### config.mk
export PLATFORM = sky130hd
export DESIGN_NAME = tree_ack_aggregator
export DESIGN_NICKNAME = d
export VERILOG_FILES = /design/src/rtl/tree_ack_pkg.sv /design/src/rtl/tree_ack_timeout.sv /design/src/rtl/tree_ack_aggregator.sv
export SDC_FILE = /design/constraint.sdc
export NUM_CORES = 1
export LEC_CHECK = 0
export ABC_AREA = 1
export CELL_PAD_IN_SITES_DETAIL_PLACEMENT = 0
export CELL_PAD_IN_SITES_GLOBAL_PLACEMENT = 1
export CORE_ASPECT_RATIO = 1.2
export CORE_MARGIN = 1.5
export CORE_UTILIZATION = 33
export CTS_BUF_LIST = sky130_fd_sc_hd__clkbuf_8
export CTS_CLUSTER_DIAMETER = 80
export DETAILED_ROUTE_END_ITERATION = 8
export GPL_TIMING_DRIVEN = 0
export HOLD_SLACK_MARGIN = 0.05
export PLACE_DENSITY = 0.92
export SLEW_MARGIN = 20
export SYNTH_ARGS = -nofsm -noshare
export SYNTH_HDL_FRONTEND = slang
export SYNTH_HIERARCHICAL = 1
export SYNTH_SLANG_ARGS = --single-unit
### constraint.sdc
create_clock -name clk -period 2.3 [get_ports clk]
set_input_delay 0.46 -clock clk [delete_from_list [all_inputs] [get_ports clk]]
set_output_delay 0.46 -clock clk [all_outputs]
set_load 0.05 [all_outputs]
### src/rtl/tree_ack_pkg.sv
// Shared types and limits for the tree acknowledge aggregator node.
package tree_ack_pkg;

   typedef enum logic [1:0] {
      IDLE    = 2'd0,
      COLLECT = 2'd1,
      RESPOND = 2'd2
   } state_t;

   localparam int MAX_CHILDREN         = 32;
   localparam int DEFAULT_NUM_CHILDREN = 10;

endpackage

### src/rtl/tree_ack_timeout.sv
// Collect-phase watchdog: counts enabled cycles, flags the last allowed one.
module tree_ack_timeout #(
   parameter int TIMEOUT_W      = 16,
   parameter int TIMEOUT_CYCLES = 1000
) (
   input  logic clk,
   input  logic rst,
   input  logic clear,
   input  logic enable,
   output logic expired
);

   logic [TIMEOUT_W-1:0] count;

   always_ff @(posedge clk) begin
      if (rst || clear) begin
         count <= '0;
      end else if (enable) begin
         count <= count + 1'b1;
      end
   end

   assign expired = enable && (count == TIMEOUT_W'(TIMEOUT_CYCLES - 1));

endmodule

### src/rtl/tree_ack_aggregator.sv
// Fan-in node: forwards a parent request to enabled children and returns one
// aggregated ack once all of them answer. TREE_ACK_TIMEOUT_EN adds an abort timer.
module tree_ack_aggregator
   import tree_ack_pkg::*;
#(
   parameter int NUM_CHILDREN   = DEFAULT_NUM_CHILDREN,
   parameter int TIMEOUT_W      = 16,
   parameter int TIMEOUT_CYCLES = 1000
) (
   input  logic                    clk,
   input  logic                    rst,
   input  logic                    req_i,
   output logic                    req_ready_o,
   input  logic [NUM_CHILDREN-1:0] child_en_i,
   output logic [NUM_CHILDREN-1:0] child_req_o,
   input  logic [NUM_CHILDREN-1:0] child_ack_i,
   output logic                    ack_o,
   input  logic                    ack_ready_i,
   output logic                    ack_err_o,
   output logic [NUM_CHILDREN-1:0] ack_mask_o
);

   // Handshakes: a request transfers on req_i && req_ready_o; the aggregated
   // ack transfers on ack_o && ack_ready_i and is held stable until then.

   state_t                  state, state_n;
   logic [NUM_CHILDREN-1:0] pending, pending_n;
   logic [NUM_CHILDREN-1:0] done, done_n;
   logic [NUM_CHILDREN-1:0] hit;
   logic                    ack_err, ack_err_n;
   logic                    expired;

`ifdef TREE_ACK_TIMEOUT_EN
   tree_ack_timeout #(
      .TIMEOUT_W      (TIMEOUT_W),
      .TIMEOUT_CYCLES (TIMEOUT_CYCLES)
   ) u_timeout (
      .clk     (clk),
      .rst     (rst),
      .clear   (state != COLLECT),
      .enable  (state == COLLECT),
      .expired (expired)
   );
   assign ack_err_o = ack_err;
`else
   logic unused_timeout_cfg;
   assign unused_timeout_cfg = ^{TIMEOUT_W, TIMEOUT_CYCLES, ack_err};
   assign expired   = 1'b0;
   assign ack_err_o = 1'b0;
`endif

   always_ff @(posedge clk) begin
      if (rst) begin
         state   <= IDLE;
         pending <= '0;
         done    <= '0;
         ack_err <= 1'b0;
      end else begin
         state   <= state_n;
         pending <= pending_n;
         done    <= done_n;
         ack_err <= ack_err_n;
      end
   end

   always_comb begin
      state_n   = state;
      pending_n = pending;
      done_n    = done;
      ack_err_n = ack_err;
      hit       = pending & child_ack_i;
      case (state)
         IDLE: begin
            if (req_i) begin
               pending_n = child_en_i;
               done_n    = '0;
               ack_err_n = 1'b0;
               state_n   = (child_en_i == '0) ? RESPOND : COLLECT;
            end
         end
         COLLECT: begin
            pending_n = pending & ~hit;
            done_n    = done | hit;
            if (pending_n == '0) begin
               state_n = RESPOND;
            end else if (expired) begin
               // Abort keeps whatever acked, including on this very edge.
               pending_n = '0;
               ack_err_n = 1'b1;
               state_n   = RESPOND;
            end
         end
         RESPOND: begin
            if (ack_ready_i) begin
               ack_err_n = 1'b0;
               state_n   = IDLE;
            end
         end
         default: state_n = IDLE;
      endcase
   end

   assign req_ready_o = (state == IDLE);
   assign child_req_o = (state == COLLECT) ? pending : '0;
   assign ack_o       = (state == RESPOND);
   assign ack_mask_o  = (state == RESPOND) ? done : '0;

endmodule
==> results of run 1 <==
synthesized netlist by cell type:
library cell	n
buf_8	1
nand2_2	1
nand3_1	2
buf_2	2
nor2_2	2
nor2_4	1
nor2_1	27
nand2_1	58
inv_2	2
buf_1	1
clkinv_1	1
dfxtp_1	22
o211ai_2	5
buf_4	1
inv_1	41
a21oi_1	19
o21ai_0	12
nand2_4	2
inv_4	1
clkbuf_1	1
a21oi_2	2
conb_1	1
nand4_1	1
cell type report:
cell class	instances	share of cell area
plain buffers	6	0.0220
clock buffers	4	0.0303
inverters	45	0.0963
multi-input cells	133	0.345
flip-flops and latches	22	0.242
well taps	52	0.0358
repair buffers	44	0.229
critical path: cells and delay by family (launching register included):
family                 cells  cell delay (ns)
flip-flops                 1             0.42
buffers and inverters      3             0.72
AND/OR/NAND/NOR            2             0.32
cell families (layout without fill, tap and decap cells):
logic type / Yosys count / after routing / share of synthesized area
simple gates: 94 / 94 / 0.303
buf+inv: 51 / 99 / 0.165
compound gates: 38 / 38 / 0.184
flops: 22 / 22 / 0.344
other cells: 1 / 1 / 0.00293
flip-flops by register name (all words and copies together) (netlist names):
signal and count:
pending 10, done 10, state 2
what timing repair did:
action	4_1_cts	5_1_grt
hold buffers	0	0
setup endpoints to repair	20	10
cloned	0	0
resized for setup	40	11
per-layer routing:
metal,track usage,wire length (um),vias up
met5,0,0,-
met4,0.0593,44,0
met3,0.0183,159,4
met2,0.256,1550,35
met1,0.212,1460,572
li1,-,-,715
per-stage QoR:
stage                     total power, mW  setup slack [ns]  utilization  hold WS [ns]  setup TNS, ns
after floorplan                      1.36            -0.201            -         0.445          -2.01
final                                1.91             0.113        0.497         0.465              0
after CTS                            1.92            0.0149        0.502         0.468              0
after global placement               1.65           -0.0918        0.487         0.453         -0.871
after detailed placement             1.67            -0.120        0.487         0.455          -1.08
after global routing                 2.06           -0.0157        0.497         0.487        -0.0157
report_power, final:
part	total (mW)	switching (mW)	internal (mW)	leakage [nW]
sequential	0.571	0.0789	0.492	0.180
combinational	1.06	0.710	0.350	0.617
clock	0.279	0.126	0.153	0.0288
total	1.91	0.915	0.994	0.826
how the worst max path moves through the flow:
stage | from | to | slack [ns] | cells past startpoint
2_1_floorplan | state[1]$_SDFFE_PP0P_ | ack_mask_o[0] | -0.20 | 4
3_3_place_gp | state[1]$_SDFFE_PP0P_ | ack_mask_o[7] | -0.09 | 5
3_5_place_dp | state[1]$_SDFFE_PP0P_ | ack_mask_o[5] | -0.12 | 5
4_1_cts | state[1]$_SDFFE_PP0P_ | ack_mask_o[6] | 0.01 | 5
5_1_grt | state[1]$_SDFFE_PP0P_ | ack_mask_o[7] | -0.02 | 5
6_report | state[1]$_SDFFE_PP0P_ | ack_mask_o[5] | 0.11 | 5
==> results.yml, run 1 <==
clock_network:
  worst_skew_pair.late_latency_ns: 0.26
  clkTransAtPathRegs_ns: 0.08
  cts_tree: "done"
  htree_levels: 1
  clockRootBuffer: "clkbuf_8"
  clock_path_buffers: 2
  clock-sinks: 22
  post_cts.repair.setup_buffers: 0
  cts_made_buffers: 3
final_layout:
  synthToLayoutAreaGrowth_pct: 42.3
  fillCellCount: 420
  layout_commonest_cell: "nand2_1"
  layout-drive-gt1-share: 0.138
  finalInstanceArea_um2: 1820
  final_cell_mix: "58 x nand2_1, 41 x inv_1, 27 x nor2_1, 23 x clkdlybuf4s50_1, 22 x dfxtp_1"
  multi_input_area_um2: 627
  n_antenna_cell: 0
  instances_no_fill: 306
  regArea_um2: 440
  layout.nets: 279
run_status:
  status: "complete, no violations"
placement:
  numPortBuffers: 44
  place_area_um2: 1780
  place_congestion: 0.755
  dp_hpwl_mm: 2.45
  placedCellCount: 302
route:
  drtIter0Drc: 62
  dr.pass1.iters: 4
  avgRoutedWirePerCell_um: 10.5
  totalWireLength_mm: 3.21
  vias: 1326
  antenna_left: 0
  drcViolationCount: 0
  avgViaCountPerCell: 4.33
min_path:
  min_to: "done[3]$_SDFFE_PP0P_"
  min_delay_path_depth: 2
  hold_class: "reg2reg"
  min-delay-start: "done[3]$_SDFFE_PP0P_"
die:
  pin_count: 47
  rows: 24
  die_area_um2: 4260
  die_w_um: 59.8
  design.core.area_um2: 3660
  initial_core_util: 0.349
  die_y_um: 71.2
timing:
  slew_violations: 0
  clock.fmax_mhz: 457
  tightestPinTransition_ns: 0.519
  finClkSkew_ns: 0.000745
  max_slew_margin: 0.654
  finalSetupViolCount: 0
  rsz0062_at_grt: "true"
  fin_crit_sh: 0.951
  layout_min_cycle_time_ns: 2.19
  hold_viol: 0
setup_path:
  r2r_slack_ns: 1.07
  critPathSlowestCell: "dfxtp_1"
  crit_type: "reg2out"
  cp_cell_sequence: "inv_2 > nor2_2 > clkinvlp_4 > nor2_1 > clkdlybuf4s15_2"
  cp.required_ns: 1.84
  arrival_ns: 1.73
  worstSetupEndpointType: "output port"
  r2r_cells: 7
  reg2reg_to: "pending[0]$_SDFFE_PP0P_"
  path_max_fanout: 10
  start_kind: "register"
  rr_startpoint: "state[1]$_SDFFE_PP0P_"
  slowest_delay_ns: 0.42
synthesis:
  yosysTopAreaCell: "dfxtp_1"
  yosysWarnings: 6
  synthCells: 206
  syn_area_um2: 1280
  syn_area_per_cell_um2: 6.21
  ys_seq_area_frac: 0.344
  synth_top_area_frac: 0.344
  synthDistinctLibCells: 23
  syn_nets: 230
  synth_area_leaders: "dfxtp_1 34%, nand2_1 17%, inv_1 12%, nor2_1 7.9%, a21oi_1 7.4%"
  synth_seq_cells: 22
global_route:
  grt_overflow: 0
  grt_pass1_wl_mm: 5.15
  grt_use_total: 0.158
  grt_max_degree: 13
  grt_pass1_vias: 1144
  antenna_found_initial: 0
pwr:
  leakagePower_nw: 0.826
  power_per_cell_area_nw_per_um2: 1050
  ir_worst_vdd_mv: 0.390
job:
  maxCapViolations: 0
No activity file was read; power rests on OpenSTA's default activity.
==> inputs of run 2 (changes only) <==
==> constraint.sdc (replaced) <==
create_clock -name clk -period 2.3 [get_ports clk]
set_input_delay 0.575 -clock clk [delete_from_list [all_inputs] [get_ports clk]]
set_output_delay 0.575 -clock clk [all_outputs]
set_load 0.05 [all_outputs]
==> run 2 against run 1 <==
Net effect:
- clock power is essentially flat
- sequential cell count unchanged
- core utilization increased by 1.9 points
- via count shrank 0.98%
- maximum frequency shrank 0.72%
- die area unchanged
- sequential share of layout area shrank 0.88 points
- hold slack is essentially flat
- cell area is 3.8% higher
- critical path type unchanged
- largest power group unchanged
==> results.yml, run 2 (same netlist as run 1, synthesis figures left out) <==
route:
  drtIter0Drc: 41
  drcViolationCount: 0
  avgRoutedWirePerCell_um: 10.6
  totalWireLength_mm: 3.25
  avgViaCountPerCell: 4.29
  dr.pass1.iters: 4
  antenna_left: 0
  vias: 1313
setup_path:
  cp_cell_sequence: "inv_2 > nor2_4 > clkinv_4 > nor2_4 > clkdlybuf4s15_2"
  critical_path.top_delay_family: "buffers and inverters"
  worstSetupEndpointType: "output port"
  arrival_ns: 1.63
  cp.required_ns: 1.73
  cp_common_cell: "nor2_4"
  worstPathBufferInverterCount: 3
  rr_startpoint: "state[0]$_SDFFE_PP0P_"
  reg2reg_to: "done[5]$_SDFFE_PP0P_"
  r2r_cells: 4
  r2r_slack_ns: 1.05
  crit_type: "reg2out"
  critPathSlowestCell: "dfxtp_1"
  start_kind: "register"
  slowest_delay_ns: 0.42
  path_max_fanout: 10
pwr:
  leakagePower_nw: 0.782
  power.total_mw: 1.95
  netSwitchingPower_mw: 0.960
  ir_worst_vdd_mv: 0.428
  p_sw_frac: 0.493
  p_int_mw: 0.987
  power_per_cell_area_nw_per_um2: 1030
  p_clk_frac: 0.145
  power.share.sequential: 0.294
  p_comb_frac: 0.561
placement:
  numPortBuffers: 44
  place_area_um2: 1870
  place_congestion: 0.806
  dp_hpwl_mm: 2.49
final_layout:
  layout_commonest_cell: "nand2_1"
  finalInstanceArea_um2: 1890
  reg_top3: "done: 10 flops, pending: 10 flops, state: 2 flops"
  n_antenna_cell: 0
  layout-drive-gt1-share: 0.217
  layout.nets: 279
  synthToLayoutAreaGrowth_pct: 47.7
  final_cell_mix: "58 x nand2_1, 41 x inv_1, 22 x dfxtp_1, 22 x clkdlybuf4s50_1, 19 x a21oi_1"
min_path:
  min_delay_path_depth: 2
  hold_class: "reg2reg"
  min_to: "done[9]$_SDFFE_PP0P_"
  min-delay-start: "done[9]$_SDFFE_PP0P_"
timing:
  clock.fmax_mhz: 454
  layout_min_cycle_time_ns: 2.20
  finClkSkew_ns: 0.00117
  max_slew_margin: 0.619
  tightestPinTransition_ns: 0.572
  slew_violations: 0
  finalSetupViolCount: 0
  rsz0062_at_grt: "false"
  hold_viol: 0
  fin_crit_sh: 0.958
  hold_slack_ns: 0.465
die:
  initial_core_util: 0.349
  die_area_um2: 4260
  die_w_um: 59.8
  design.core.area_um2: 3660
  die_y_um: 71.2
  pin_count: 47
  rows: 24
clock_network:
  cts_made_buffers: 3
  clockRootBuffer: "clkbuf_8"
  ctsHoldBuffers: 0
  clkTransAtPathRegs_ns: 0.08
  clock-sinks: 22
  worst_skew_pair.late_latency_ns: 0.26
  cts_tree: "done"
  clock_path_buffers: 2
  htree_levels: 1
global_route:
  grt_max_degree: 13
  grt_use_total: 0.162
  grt_overflow: 0
  antenna_found_initial: 0
  grt_pass1_vias: 1127
  grt_pass1_wl_mm: 5.22
job:
  maxCapViolations: 0
run_status:
  status: "complete, no violations"
-- run 2: cell count changes in the layout (fill, tap and decap cells not counted), sizes merged --
cell | previous run | this run
clkdlybuf4s15 | 5 | 10
dlygate4sd2 | 10 | 1
buf | 9 | 5
clkbuf | 5 | 15
clkdlybuf4s50 | 23 | 22
clkinvlp | 1 | 0
clkinv | 0 | 1
clkdlybuf4s18 | 1 | 0
-- run 2: power by group through the flow --
| stage | Clock (mW) | Combinational (mW) | Sequential (mW) |
|---|---|---|---|
| floorplan | 0 | 0.855 | 0.567 |
| global placement | 0 | 1.14 | 0.578 |
| detailed placement | 0 | 1.14 | 0.581 |
| CTS | 0.297 | 1.13 | 0.572 |
| global route | 0.304 | 1.21 | 0.588 |
| finish | 0.282 | 1.09 | 0.573 |
-- run 2: worst reg2reg max path, delay by kind of cell, from the launching register on --
| kind | cells | cell delay [ns] |
|---|---|---|
| DFF | 1 | 0.35 |
| and+or+nand+nor | 3 | 0.69 |
| AOI/OAI and AO/OA | 1 | 0.08 |
-- run 2: metrics by stage --
step | setup TNS (ns) | util | worst slack (ns) | std cells
2_1_floorplan | 0 | - | 0.179 | 206
3_3_place_gp | -2.04 | 0.509 | -0.210 | 302
3_5_place_dp | -2.18 | 0.509 | -0.242 | 302
4_1_cts | 0 | 0.527 | 0.0000500 | 306
5_1_grt | 0 | 0.515 | 0.0141 | 306
6_report | 0 | 0.515 | 0.0969 | 306
-- run 2: worst max path at each step --
stage                                     start              to  slack (ns)  cells past startpoint
after floorplan           state[1]$_SDFFE_PP0P_   ack_mask_o[0]        0.18                      4
after global placement    state[1]$_SDFFE_PP0P_   ack_mask_o[8]       -0.21                      5
after detailed placement  state[1]$_SDFFE_PP0P_   ack_mask_o[8]       -0.24                      5
after CTS                 state[0]$_SDFFE_PP0P_  child_req_o[6]     0.00005                      5
after global routing      state[1]$_SDFFE_PP0P_   ack_mask_o[1]        0.01                      5
final                     state[1]$_SDFFE_PP0P_   ack_mask_o[8]         0.1                      5
-- run 2: layer usage --
layer,track usage,part of all wire,wire (um)
met5,0,0,0
met4,0.0667,0.019,63
met3,0.0238,0.042,138
met2,0.245,0.48,1560
met1,0.228,0.46,1490
-- run 2: repair_timing --
item,in CTS,in global routing
buffers inserted,0,0
setup endpoints to repair,21,11
gates resized for setup,48,15
-- run 2: layout make-up --
cell class                 count  area (um2)
clock buffer                   4        55.1
timing repair buffer          44         404
fill                         404        1780
sequential                    22         440
multi-input combinational    133         707
inverter                      45         176
tap                           52        65.1
buffer                         6        40.0
